==> config.mk <==
export PLATFORM = sky130hd
export DESIGN_NAME = regblock_cpuif_arbiter
export DESIGN_NICKNAME = d
export VERILOG_FILES = /design/src/rtl/regblock_cpuif_arb_pkg.sv /design/src/rtl/cpuif_arb_id_fifo.sv /design/src/rtl/regblock_cpuif_arbiter.sv
export SDC_FILE = /design/constraint.sdc
export NUM_CORES = 1
export LEC_CHECK = 0
export BUFFER_PORTS_ARGS = -buffer_cell sky130_fd_sc_hd__buf_2
export CAP_MARGIN = 10
export CORE_AREA = 2 2 144 146
export DETAILED_ROUTE_END_ITERATION = 10
export DIE_AREA = 0 0 146 148
export GPL_TIMING_DRIVEN = 0
export MAX_ROUTING_LAYER = met4
export PLACE_DENSITY = 0.54
export SYNTH_ARGS = -nofsm -noshare
export SYNTH_HDL_FRONTEND = slang
export SYNTH_HIERARCHICAL = 1
export SYNTH_SLANG_ARGS = --single-unit
==> constraint.sdc <==
create_clock -name clk -period 2.1 [get_ports clk]
set_clock_uncertainty 0.2 [all_clocks]
set_input_delay 0.21 -clock clk [delete_from_list [all_inputs] [get_ports clk]]
set_output_delay 0.21 -clock clk [all_outputs]
set_load 0.01 [all_outputs]
==> src/rtl/regblock_cpuif_arb_pkg.sv <==
// Shared types for the regblock CPU-interface arbiter:
// response flags, ID FIFO entry and grant-index width.
package regblock_cpuif_arb_pkg;

  localparam int ARB_MAX_REQ = 8;
  localparam int ARB_IDX_W   = $clog2(ARB_MAX_REQ);

  typedef struct packed {
    logic is_wr;
    logic err;
  } arb_rsp_t;

  typedef struct packed {
    logic [ARB_IDX_W-1:0] id;
    logic                 is_wr;
  } id_entry_t;

endpackage

==> src/rtl/cpuif_arb_id_fifo.sv <==
// In-order FIFO of requester IDs for accepted regblock transactions.
// Push and pop in the same cycle are legal even when full.
module cpuif_arb_id_fifo
  import regblock_cpuif_arb_pkg::*;
#(
  parameter int DEPTH = 2
) (
  input  logic      clk,
  input  logic      rst,
  input  logic      push,
  input  id_entry_t push_data,
  input  logic      pop,
  output logic      full,
  output logic      empty,
  output id_entry_t head
);

  localparam int PW = (DEPTH > 1) ? $clog2(DEPTH) : 1;
  localparam int CW = $clog2(DEPTH + 1);

  id_entry_t     mem [DEPTH];
  logic [PW-1:0] wr_ptr;
  logic [PW-1:0] rd_ptr;
  logic [CW-1:0] count;

  function automatic logic [PW-1:0] inc(input logic [PW-1:0] p);
    return (p == PW'(DEPTH - 1)) ? '0 : p + 1'b1;
  endfunction

  always_ff @(posedge clk) begin
    if (push) mem[wr_ptr] <= push_data;
  end

  always_ff @(posedge clk) begin
    if (rst) begin
      wr_ptr <= '0;
      rd_ptr <= '0;
      count  <= '0;
    end else begin
      if (push) wr_ptr <= inc(wr_ptr);
      if (pop)  rd_ptr <= inc(rd_ptr);
      if (push && !pop)      count <= count + 1'b1;
      else if (!push && pop) count <= count - 1'b1;
    end
  end

  assign full  = (count == CW'(DEPTH));
  assign empty = (count == '0);
  assign head  = mem[rd_ptr];

endmodule

==> src/rtl/regblock_cpuif_arbiter.sv <==
// Round-robin arbiter of N requesters onto one regblock CPU interface.
// Optional CPUIF_ARB_LOCK_EN adds s_lock to pin grant on the last winner.
module regblock_cpuif_arbiter
  import regblock_cpuif_arb_pkg::*;
#(
  parameter int N_REQ           = 2,
  parameter int ADDR_WIDTH      = 32,
  parameter int DATA_WIDTH      = 32,
  parameter int MAX_OUTSTANDING = 2
) (
  input  logic                                clk,
  input  logic                                rst,
`ifdef CPUIF_ARB_LOCK_EN
  input  logic [N_REQ-1:0]                    s_lock,
`endif
  input  logic [N_REQ-1:0]                    s_req,
  input  logic [N_REQ-1:0]                    s_req_is_wr,
  input  logic [N_REQ-1:0][ADDR_WIDTH-1:0]    s_addr,
  input  logic [N_REQ-1:0][DATA_WIDTH-1:0]    s_wr_data,
  input  logic [N_REQ-1:0][DATA_WIDTH-1:0]    s_wr_biten,
  output logic [N_REQ-1:0]                    s_req_ready,
  output logic [N_REQ-1:0]                    s_rsp_valid,
  output logic                                s_rsp_is_wr,
  output logic                                s_rsp_err,
  output logic [DATA_WIDTH-1:0]               s_rsp_rd_data,
  output logic                                cpuif_req,
  output logic                                cpuif_req_is_wr,
  output logic [ADDR_WIDTH-1:0]               cpuif_addr,
  output logic [DATA_WIDTH-1:0]               cpuif_wr_data,
  output logic [DATA_WIDTH-1:0]               cpuif_wr_biten,
  input  logic                                cpuif_req_stall_wr,
  input  logic                                cpuif_req_stall_rd,
  input  logic                                cpuif_rd_ack,
  input  logic                                cpuif_rd_err,
  input  logic [DATA_WIDTH-1:0]               cpuif_rd_data,
  input  logic                                cpuif_wr_ack,
  input  logic                                cpuif_wr_err,
  output logic                                protocol_err
);

  localparam int IDX_W = $clog2(N_REQ);

  logic [IDX_W-1:0] last_acc;
  logic [IDX_W-1:0] rr_idx;
  logic [IDX_W-1:0] grant;
  logic [IDX_W-1:0] hold_idx;
  logic [IDX_W-1:0] cand;
  logic             hold_q;
  logic             stall;
  logic             accept;
  logic             any_ack;
  logic             dual_ack;
  logic             pop;
  logic             blocked;
  logic             fifo_full;
  logic             fifo_empty;
  id_entry_t        head;
  id_entry_t        push_entry;
  arb_rsp_t         rsp;

  // Last write wins, so the nearest requester after last_acc is chosen.
  always_comb begin
    rr_idx = last_acc;
    cand   = '0;
    for (int i = N_REQ; i >= 1; i--) begin
      cand = IDX_W'((int'(last_acc) + i) % N_REQ);
      if (s_req[cand]) rr_idx = cand;
    end
  end

  always_comb begin
    grant = rr_idx;
    if (hold_q && s_req[hold_idx]) grant = hold_idx;
`ifdef CPUIF_ARB_LOCK_EN
    if (s_lock[last_acc]) grant = last_acc;
`endif
  end

  assign any_ack  = cpuif_rd_ack | cpuif_wr_ack;
  assign dual_ack = cpuif_rd_ack & cpuif_wr_ack;
  assign pop      = any_ack & ~fifo_empty & ~rst;
  assign blocked  = fifo_full & ~pop;

  assign stall  = s_req_is_wr[grant] ? cpuif_req_stall_wr
                                     : cpuif_req_stall_rd;
  assign cpuif_req = s_req[grant] & ~blocked & ~rst;
  assign accept    = cpuif_req & ~stall;

  assign s_req_ready     = accept ? (N_REQ'(1) << grant) : '0;
  assign cpuif_req_is_wr = ~rst & s_req_is_wr[grant];
  assign cpuif_addr      = rst ? '0 : s_addr[grant];
  assign cpuif_wr_data   = rst ? '0 : s_wr_data[grant];
  assign cpuif_wr_biten  = rst ? '0 : s_wr_biten[grant];

  // On a double ack, trust the head entry's recorded direction.
  assign rsp.is_wr = dual_ack ? head.is_wr : cpuif_wr_ack;
  assign rsp.err   = rsp.is_wr ? cpuif_wr_err : cpuif_rd_err;

  assign s_rsp_valid   = pop ? (N_REQ'(1) << head.id) : '0;
  assign s_rsp_is_wr   = pop & rsp.is_wr;
  assign s_rsp_err     = pop & rsp.err;
  assign s_rsp_rd_data = (pop && !rsp.is_wr) ? cpuif_rd_data : '0;

  assign push_entry.id    = ARB_IDX_W'(grant);
  assign push_entry.is_wr = s_req_is_wr[grant];

  always_ff @(posedge clk) begin
    if (rst) begin
      last_acc     <= IDX_W'(N_REQ - 1);
      hold_q       <= 1'b0;
      hold_idx     <= '0;
      protocol_err <= 1'b0;
    end else begin
      if (accept) last_acc <= grant;
      hold_q   <= s_req[grant] & ~accept;
      hold_idx <= grant;
      if ((any_ack && fifo_empty) || dual_ack) protocol_err <= 1'b1;
    end
  end

  cpuif_arb_id_fifo #(
    .DEPTH(MAX_OUTSTANDING)
  ) u_id_fifo (
    .clk      (clk),
    .rst      (rst),
    .push     (accept),
    .push_data(push_entry),
    .pop      (pop),
    .full     (fifo_full),
    .empty    (fifo_empty),
    .head     (head)
  );

endmodule
Word level (Yosys, flattened, before mapping):

Memories as Yosys holds them, arrays and structs flattened. A register that Yosys moved wholly into a read port is not among the register bits.
Index checks and enable logic that the tools add are counted.
W data, S select, Z words.

* add/subtract/negate cells: 6
* multiply operators: 0
* div/mod/pow operators: 0
* order comparisons: 4
* equality and inequality tests: 1
* shift-type cells: 2
* mux-type cells: 36
* bitwise logic cells: 18
* reduce and logical (&&, ||, !) cells: 11

Operators by type and width (count)
* $mux W32: 10
* $mux W1: 22
* $and A1 B1 Y1: 11
* $lt A1 B2 Y1 const B: 4
* $mux W2: 4
* $not A1 Y1: 6
* $logic_and A1 B1 Y1: 5
* $add A1 B1 Y1 const B: 4
* $logic_not A1 Y1: 3
* $shl A1 B3 Y2 const A: 1
* $add A2 B1 Y2 const B: 1
* $eq A2 B2 Y1 const B: 1
* $logic_not A2 Y1: 1
* $reduce_bool A2 Y1: 1
* $shl A1 B1 Y2 const A: 1
* $sub A2 B1 Y2 const B: 1
* $logic_or A1 B1 Y1: 1
* $or A1 B1 Y1: 1

* register bits: 8
* bits in latches: 0
* memory bits (writable): 4
* memory bits (read-only): 0
* input port bits: 236
* output and inout port bits: 137
* word-level logic and storage cells: 86
* memories: 1

Memory list
* u_id_fifo.mem: depth 2, width 2, rd ports 1, clocked after memory_dff 1, write ports 1, RTL line cpuif_arb_id_fifo.sv:21 `id_entry_t mem [DEPTH];`

Logic depth before layout (Yosys ltp):

Gate-level depths: netlist of the first run.

* word-level depth: 15
* depth in mapped cells: 9
* gate-level depth less buffers: 9

Hierarchy:

The synthesis of the first run kept the hierarchy.

Modules (own cells, without submodules)
* regblock_cpuif_arbiter: instances 1, cells each 406, area an instance 1995.7 um^2, seq. area each 80.1 um^2
* cpuif_arb_id_fifo: instances 1, cells each 34, area an instance 493.0 um^2, seq. area each 340.3 um^2

Least setup slack after synthesis of the first run:

Ideal clock, no wire load.

* path kind: flip-flop to flip-flop
* from: register last_acc
* to: register u_id_fifo.count[1]
* setup time: 0.070 ns
* arrival: 1.982 ns
* data required time: 1.830 ns
* setup slack: -0.151 ns
* stages on the path, launching flop included: 9
* path buffers: 1
* clock period less this slack: 2.251 ns
* cells stage by stage: dfxtp_1 -> or3b_1 -> o311ai_2 -> o21ai_1 -> and3b_1 -> buf_6 -> ha_1 -> or3_1 -> a21oi_1

* longest elaborated chain between the ends: 14
* elaborated cells between the ends (all ways): 23
* those cells by class: add/sub: 2; mux: 13; bitwise: 4; reduce/logical: 4

RTL lines
* from (decl): RTL line regblock_cpuif_arbiter.sv:43 `logic [IDX_W-1:0] last_acc;`
* from (signal assigned): RTL line regblock_cpuif_arbiter.sv:109 `last_acc <= IDX_W'(N_REQ - 1);`
* from (signal assigned): RTL line regblock_cpuif_arbiter.sv:114 `if (accept) last_acc <= grant;`
* $add A1 B1 Y1: RTL line regblock_cpuif_arbiter.sv:66 `cand = IDX_W'((int'(last_acc) + i) % N_REQ);`
* $mux W1 (implied by the code) (2 in a row): RTL line regblock_cpuif_arbiter.sv:67 `if (s_req[cand]) rr_idx = cand;`
* $mux W1: RTL line regblock_cpuif_arbiter.sv:67
* $mux W1 (*): RTL line regblock_cpuif_arbiter.sv:67
* $mux W1 (*): RTL line regblock_cpuif_arbiter.sv:73 `if (hold_q && s_req[hold_idx]) grant = hold_idx;`
* $mux W1 (on tied branches) (2 in a row): RTL line regblock_cpuif_arbiter.sv:86, regblock_cpuif_arbiter.sv:84
* $and A1 B1 Y1 / $mux W1 (equally long branches): RTL line regblock_cpuif_arbiter.sv:86, regblock_cpuif_arbiter.sv:84
* $and A1 B1 Y1 / $not A1 Y1 (equally long branches): RTL line regblock_cpuif_arbiter.sv:86, regblock_cpuif_arbiter.sv:87
* $and A1 B1 Y1 (*): RTL line regblock_cpuif_arbiter.sv:87 `assign accept = cpuif_req & ~stall;`
* net accept: RTL line regblock_cpuif_arbiter.sv:50 `logic accept;`
* $logic_not A1 Y1: RTL line cpuif_arb_id_fifo.sv:43 `else if (!push && pop) count <= count - 1'b1;`
* $logic_and A1 B1 Y1: RTL line cpuif_arb_id_fifo.sv:43
* $reduce_bool A2 Y1 (no source line)
* to (signal assigned): RTL line cpuif_arb_id_fifo.sv:42 `if (push && !pop) count <= count + 1'b1;`
* to (signal assigned): RTL line cpuif_arb_id_fifo.sv:43
* to (decl): RTL line cpuif_arb_id_fifo.sv:24 `logic [CW-1:0] count;`

The timed path passes the listed nets; every way through them passes the cells marked *. The select of a mux whose other input is x is not followed.
A chain may end at the register's enable or synchronous reset.

Worst setup path in the final report of the first run:

* from: register hold_idx
* to: output cpuif_wr_data[14]

* longest elaborated chain between the ends: 7

RTL lines
* from (decl): RTL line regblock_cpuif_arbiter.sv:46 `logic [IDX_W-1:0] hold_idx;`
* from (signal assigned): RTL line regblock_cpuif_arbiter.sv:116 `hold_idx <= grant;`
* $mux W1 (implied by the code) (2 in a row): RTL line regblock_cpuif_arbiter.sv:73
* $logic_and A1 B1 Y1: RTL line regblock_cpuif_arbiter.sv:73
* $mux W1 (*): RTL line regblock_cpuif_arbiter.sv:73
* $mux W32 (implied by the code) (*) (2 in a row): RTL line regblock_cpuif_arbiter.sv:92 `assign cpuif_wr_data = rst ? '0 : s_wr_data[grant];`
* $mux W32 (*): RTL line regblock_cpuif_arbiter.sv:92
* to (decl): RTL line regblock_cpuif_arbiter.sv:29 `output logic [DATA_WIDTH-1:0] cpuif_wr_data,`

Every way passes the cells marked *; elsewhere a longest branch is shown, timed or not. The select of a mux whose other input is x is not followed.

==> reports/metrics.cfg, run 1 <==
[outcome]
status=complete, but fails checks
violations=negative setup slack

[synthesis]
syn_area_per_cell_um2=5.656
synth_edf_count=8
synth_area_um2=2489
postSynthCellCount=440
synth_fa_ha_area_share_pct=0.9050
yosysSeqAreaShare_pct=16.89
synth_top_family_by_area=simple AND/OR/NAND/NOR gates
synth_simple_gate_area_share_pct=45.25
synth_compound_area_share_pct=23.88
async_flop_share_pct=0
synth_cell_types=39
synthMuxAreaShare_pct=2.212
ys.flop_type=dfxtp_1
yosysWarnings=6
synth_top_area_share_pct=29.26
synth_area_leader_cell=nand2_1
ys_seq_elements=17
yosys-top-cells-area=nand2_1, a21oi_1, edfxtp_1
synth_xor_area_share_pct=1.408

[timing]
rsz0062_at_grt=true
post-route-period-util_pct=112.7
slew_violations=0
tightest_slew_ps=815.7
setup_viol=139
relSlewSlack_pct=45.62
period_needed_ps=2366
hold_viol_final=0
max_freq_mhz=422.6
finalWorstSetupSlack_ps=-266.2

[power_and_ir_drop]
internal_power_mw=2.140
switching_share_pct=41.47
p_sw_mw=1.516
clockPowerShare_pct=10.6
pwr-share-comb_pct=76.4
seq_power_share_pct=13.0
leakagePower_nw=3.620
powerDensity_nw_per_um2=527.9
power.total_mw=3.657
ir_drop_mv=0.2316

[min_path]
holdPathStages=2
hold_class=in -> reg

[route]
dr.pass1.iters=4
drc=0
ant_nets=0
vias_per_cell=4.172
drt_iter0_drc=140
post_drt_wl_per_cell_um=16.23
num_vias=4719
drt_wl_total_um=18360

[clocking]
postCtsHoldBufs=0
cts.clk_slew.worst_paths_ps=50
root_buffer=clkbuf_16
insertion_delay_ps=250
cts_made_buffers=3
clockBufferDepth=2
cts_tree=done
h-tree-depth=1
cts_sinks=17

[worst_setup_path]
worst_ep_arrival_time_ps=1960
cp_max_fo=8
startpoint_type=register
slowest_stage=dfxtp_2
crit_chain=and2b_2 -> o21ai_4 -> a21oi_4 -> buf_12 -> buf_12 -> inv_16 -> clkbuf_16 -> nand2_4 -> a21oi_2 -> buf_2
rr_worst_depth=10
required_ps=1690
criticalPathCategory=reg -> out
critical-path-top-cell-by-count=buf_12
critPathCaptureType=output port
max_stage_delay_ps=310

[global_route]
first_global_vias=4484
grt_pass1_wl_um=24950
grt_max_degree=12
antenna_found_initial=3
grt_overflow=0
track_usage_pct=15.10

[die]
num_io_pins=373
die_h_um=148
fp-row-count=52
dieArea_um2=21610
fp.dieW_um=146
start_util_pct=12.42
core_um2=20040

[layout]
syn2layout_area_growth_pct=178.4
fin_util_pct=34.57
layout-drive-gt1-share_pct=78.02
fill_cells=2123
fin_cells=1131
seqCellArea_um2=427.9
final_nets=1098
multiInputGateArea_um2=2848

[placed_design]
finalWeightedCongestion=0.8205
dp.cells=1085
hpwlAfterDp_um=13110
io_buffer_count=372

[job]
drv_cap=0

-- routing by layer --
| layer | wire length, um | global-route usage, % | part of all wire [%] | up-vias |
|---|---|---|---|---|
| li1 | - | - | - | 2268 |
| met1 | 7212 | 17.22 | 39 | 2170 |
| met2 | 9704 | 28.00 | 53 | 260 |
| met3 | 1106 | 1.790 | 6.0 | 21 |
| met4 | 337 | 4.029 | 1.8 | 0 |
| met5 | 0 | - | 0 | - |
-- power groups by stage --
stage	Clock, mW	Combinational [mW]	Sequential [mW]
detailed placement	0	1.62	0.468
floorplan	0	0.924	0.459
global route	0.406	3.00	0.484
finish	0.387	2.80	0.474
global placement	0	1.61	0.466
CTS	0.388	2.28	0.466
-- state kept, by name, summed over array words and instances, names as in the netlist, named ones only --
| register | cells |
|---|---|
| last_acc | 1 |
| hold_idx | 1 |
| u_id_fifo/count | 2 |
| hold_q | 1 |
| u_id_fifo/wr_ptr | 1 |
| u_id_fifo/rd_ptr | 1 |
| u_id_fifo/mem | 8 |
| protocol_err | 1 |
-- cell type report --
class                   instances  area share [%]
repair inverters                1          0.2890
multi-input cells             384           41.11
diodes                          1         0.03612
repair buffers                415           40.15
inverters                       6          0.5057
plain buffers                  33           5.707
clock buffers                   3           1.084
flip-flops and latches         17           6.177
well taps                     270           4.876
clock inverters                 1         0.07224
-- synth_stat cells, types with 2 or more instances --
cell type  instances
nand2_1          194
nor2_1            14
o21ai_0            3
mux2_2             4
clkbuf_1          14
o21bai_1           2
buf_6              7
a21oi_1           98
inv_1              5
xnor2_1            2
buf_2             15
dfxtp_1            9
nand3b_1           3
nor3_1             2
edfxtp_1           8
and2_1            35
nor2b_1            2
xor2_1             2
-- worst max-delay path, delay by kind of cell (launching register included) --
family | cells | cell delay, ps
buffers and inverters | 5 | 690
AO/OA/AOI/OAI | 3 | 380
AND/OR/NAND/NOR | 2 | 300
flip-flops | 1 | 310
-- final timing paths --
| path | startpoint | endpoint | slack [ps] |
|---|---|---|---|
| worst max-delay path | hold_idx | cpuif_wr_data[14] | -270 |
| worst min-delay path | rst | u_id_fifo/count[1] | 60 |
| worst min register to register | protocol_err | protocol_err | 270 |
| worst max register to register | hold_q | u_id_fifo/count[1] | -250 |
-- timing repair --
item / in CTS / in global routing
cloned: 10 / 8
setup endpoints to repair: 142 / 142
resized for setup: 201 / 224
setup buffers: 20 / 10
pin swaps: 84 / 70
-- cells in the final DEF, fill, tap and decap left out, types with 11 or more instances in the layout --
| cell type | netlist | routed |
|---|---|---|
| nand2_4 | 0 | 57 |
| buf_6 | 7 | 43 |
| clkbuf_16 | 0 | 11 |
| nor2_1 | 14 | 13 |
| buf_12 | 0 | 18 |
| a21oi_2 | 1 | 78 |
| nand2_2 | 0 | 31 |
| and2_4 | 0 | 30 |
| nand2_1 | 194 | 106 |
| buf_2 | 15 | 340 |
| a21oi_1 | 98 | 17 |
| buf_8 | 0 | 18 |
-- cells by family (layout without fill, tap and decap cells) --
kind of cell,after synthesis,after routing
adders and majority gates,2,2
muxes,5,5
AOI/OAI and AO/OA,109,109
buffers and inverters,42,459
DFF,17,17
and+or+nand+nor,260,260
xor gates and xnor gates,4,4
other,1,5
-- per-stage QoR --
| stage | setup slack (ps) | instance area [um2] | TNS (ps) | hold WS (ps) |
|---|---|---|---|---|
| after global routing | -349.6 | 6928 | -33880 | 85.64 |
| after CTS | -239.6 | 5901 | -17430 | 65.17 |
| final | -266.2 | 6928 | -22190 | 59.08 |
| after floorplan | -22.88 | 2526 | -22.88 | 79.07 |
| after detailed placement | -522.8 | 4726 | -27570 | 255.2 |
| after global placement | -535.7 | 4726 | -26970 | 250.3 |
No activity file was read; power rests on OpenSTA's default activity.
==> run 2, diff against run 1 <==
--- a/config.mk
+++ b/config.mk
@@ -12,7 +12,6 @@
 export DIE_AREA = 0 0 146 148
 export GPL_TIMING_DRIVEN = 0
 export MAX_ROUTING_LAYER = met4
-export PLACE_DENSITY = 0.54
 export SYNTH_ARGS = -nofsm -noshare
 export SYNTH_HDL_FRONTEND = slang
 export SYNTH_HIERARCHICAL = 1
==> reports/metrics.cfg, run 2 (synthesis results as in run 1) <==
[layout]
layout-drive-gt1-share_pct=67.61  ; was 78.02%
postLayoutCellArea_um2=6062  ; was 6928 um2
layout_common_cells=buf_2, nand2_1, buf_6, a21oi_1, a21oi_2  ; was buf_2, nand2_1, a21oi_2, nand2_4, buf_6
largest_reg_flops=8  ; unchanged
top_regs=u_id_fifo/mem (8), u_id_fifo/count (2)  ; unchanged
final_common_cell=buf_2  ; unchanged
syn2layout_area_growth_pct=143.6  ; was 178.4%
regMostFlops=u_id_fifo/mem  ; unchanged
final_nets=1087  ; was 1098

[worst_setup_path]
critPathCaptureType=output port  ; unchanged
rr_worst_depth=10  ; unchanged
slowest_stage=dfxtp_2  ; unchanged
required_ps=1690  ; about the same
cp_max_fo=10  ; was 8
crit_start=hold_q  ; was hold_idx
cp_num_cells=9  ; was 10
crit_chain=and2b_4 -> o21ai_4 -> a21oi_4 -> buf_8 -> buf_6 -> buf_8 -> nand2_1 -> a21oi_2 -> buf_2  ; was and2b_2 -> o21ai_4 -> a21oi_4 -> buf_12 -> buf_12 -> inv_16 -> clkbuf_16 -> nand2_4 -> a21oi_2 -> buf_2
critPathTopFamily=buffers and inverters  ; unchanged
r2r_start=hold_q  ; unchanged
worst_ep_arrival_time_ps=2030  ; was 1960 ps
max_stage_delay_ps=320  ; was 310 ps
criticalPathCategory=reg -> out  ; unchanged
cp_num_buf_inv=4  ; was 5
critical-path-top-cell-by-count=buf_8  ; was buf_12
startpoint_type=register  ; unchanged

[placed_design]
finalWeightedCongestion=0.8305  ; was 0.8205
hpwlAfterDp_um=13420  ; was 13110 um
io_buffer_count=372  ; unchanged
place_area_um2=4726  ; unchanged
pre_cts_ws_ps=-540.7  ; was -522.8 ps

[clocking]
cts_sinks=17  ; unchanged
cts_tree=done  ; unchanged
insertion_delay_ps=260  ; was 250 ps
clockBufferDepth=2  ; unchanged
cts.clk_slew.worst_paths_ps=50  ; about the same
h-tree-depth=1  ; unchanged
root_buffer=clkbuf_16  ; unchanged
cts_made_buffers=3  ; unchanged

[die]
num_io_pins=373  ; unchanged
fp-row-count=52  ; unchanged
dieArea_um2=21610  ; unchanged
fp.dieW_um=146  ; unchanged
core_um2=20040  ; unchanged
start_util_pct=12.42  ; unchanged
die_h_um=148  ; unchanged

[global_route]
grt_max_degree=12  ; unchanged
grt_overflow=0  ; unchanged
track_usage_pct=15.11  ; was 15.10%
first_global_vias=4614  ; was 4484
grt_pass1_wl_um=24810  ; was 24950 um
antenna_found_initial=5  ; was 3

[power_and_ir_drop]
switching_share_pct=41.30  ; was 41.47%
seq_power_share_pct=14.4  ; was 13.0%
powerDensity_nw_per_um2=535.8  ; was 527.9 nW/um2
internal_power_mw=1.907  ; was 2.140 mW
clockPowerShare_pct=12.0  ; was 10.6%
pwr-share-comb_pct=73.6  ; was 76.4%
p_sw_mw=1.341  ; was 1.516 mW
ir_drop_mv=0.2887  ; was 0.2316 mV
leakagePower_nw=3.236  ; was 3.620 nW

[outcome]
violations=negative setup slack  ; unchanged
status=complete, but fails checks  ; unchanged

[route]
vias_per_cell=4.125  ; was 4.172
drt_iter0_drc=112  ; was 140
num_vias=4632  ; was 4719
drc=0  ; unchanged
dr.pass1.iters=4  ; unchanged
post_drt_wl_per_cell_um=15.75  ; was 16.23 um
drt_wl_total_um=17690  ; was 18360 um
ant_nets=0  ; unchanged

[min_path]
min_from=rst  ; unchanged
holdPathStages=2  ; unchanged
hold_class=in -> reg  ; unchanged

[timing]
relSlewSlack_pct=50.54  ; was 45.62%
hold_viol_final=0  ; unchanged
rsz0062_at_grt=true  ; unchanged
tightest_slew_ps=742.0  ; was 815.7 ps
finalWorstSetupSlack_ps=-335.6  ; was -266.2 ps
setup_viol=140  ; was 139
slew_violations=0  ; unchanged
post-route-period-util_pct=116.0  ; was 112.7%
max_freq_mhz=410.6  ; was 422.6 MHz
period_needed_ps=2436  ; was 2366 ps

[job]
drv_cap=0  ; unchanged

-- run 2: cell count changes in the layout (fill, tap and decap cells not counted), sizes merged --
cell | before | now
buf | 429 | 423
clkinv | 1 | 0
diode | 1 | 4
clkbuf | 22 | 19
inv | 7 | 6
-- run 2: path summary, 6_finish.rpt --
path | end | slack [ps]
setup / recovery | cpuif_wr_data[9] | -340
hold / removal | u_id_fifo/count[1] | 40
setup reg to reg | u_id_fifo/count[1] | -290
hold reg to reg | protocol_err | 270
-- run 2: routing by layer --
layer | vias up | track usage (%) | wire [um]
li1 | 2245 | - | -
met1 | 2107 | 15.89 | 6685
met2 | 259 | 27.83 | 9328
met3 | 21 | 3.302 | 1315
met4 | 0 | 5.485 | 360
met5 | - | - | 0
-- run 2: final cells by class --
| type | count | area, um2 |
|---|---|---|
| Inverter | 6 | 30.03 |
| Buffer | 35 | 372.9 |
| Clock buffer | 4 | 78.83 |
| Sequential cell | 17 | 430.4 |
| Timing Repair Buffer | 403 | 2445 |
| Multi-Input combinational cell | 384 | 2357 |
| Fill cell | 2165 | 13980 |
| Antenna cell | 4 | 10.01 |
| Tap cell | 270 | 337.8 |
-- run 2: power groups by stage --
| stage | combinational, mW | sequential (mW) | clock (mW) |
|---|---|---|---|
| finish | 2.39 | 0.468 | 0.389 |
| global placement | 1.61 | 0.466 | 0 |
| floorplan | 0.924 | 0.459 | 0 |
| CTS | 2.02 | 0.467 | 0.397 |
| global route | 2.58 | 0.476 | 0.413 |
| detailed placement | 1.63 | 0.469 | 0 |
-- run 2: timing repair --
| item | 4_1_cts | 5_1_grt |
|---|---|---|
| hold buffers | 0 | 0 |
| setup buffers | 15 | 9 |
| pin swaps | 39 | 48 |
| gates resized for setup | 117 | 151 |
| gates cloned | 5 | 3 |
| setup endpoints to repair | 138 | 142 |
-- run 2: through the flow --
stage          std cells  util [%]  power (mW)  hold slack, ps  setup TNS [ps]
6_report            1123     30.25       3.248           40.55          -27600
5_1_grt             1123     30.25       3.473           60.09          -39100
4_1_cts             1109     26.92       2.884           40.92          -25770
3_5_place_dp        1085     23.58       2.094           256.3          -28370
3_3_place_gp        1085     23.58       2.080           248.3          -23240
2_1_floorplan        443         -       1.383           79.07          -22.88
-- run 2: worst register-to-register path: cells and delay by family (launching register included) --
family / cells / cell delay, ps
and+or+nand+nor: 3 / 730
AOI/OAI and AO/OA: 3 / 510
DFF: 1 / 330
buffers and inverters: 2 / 280
adders and majority gates: 1 / 150
xor gates and xnor gates: 1 / 140
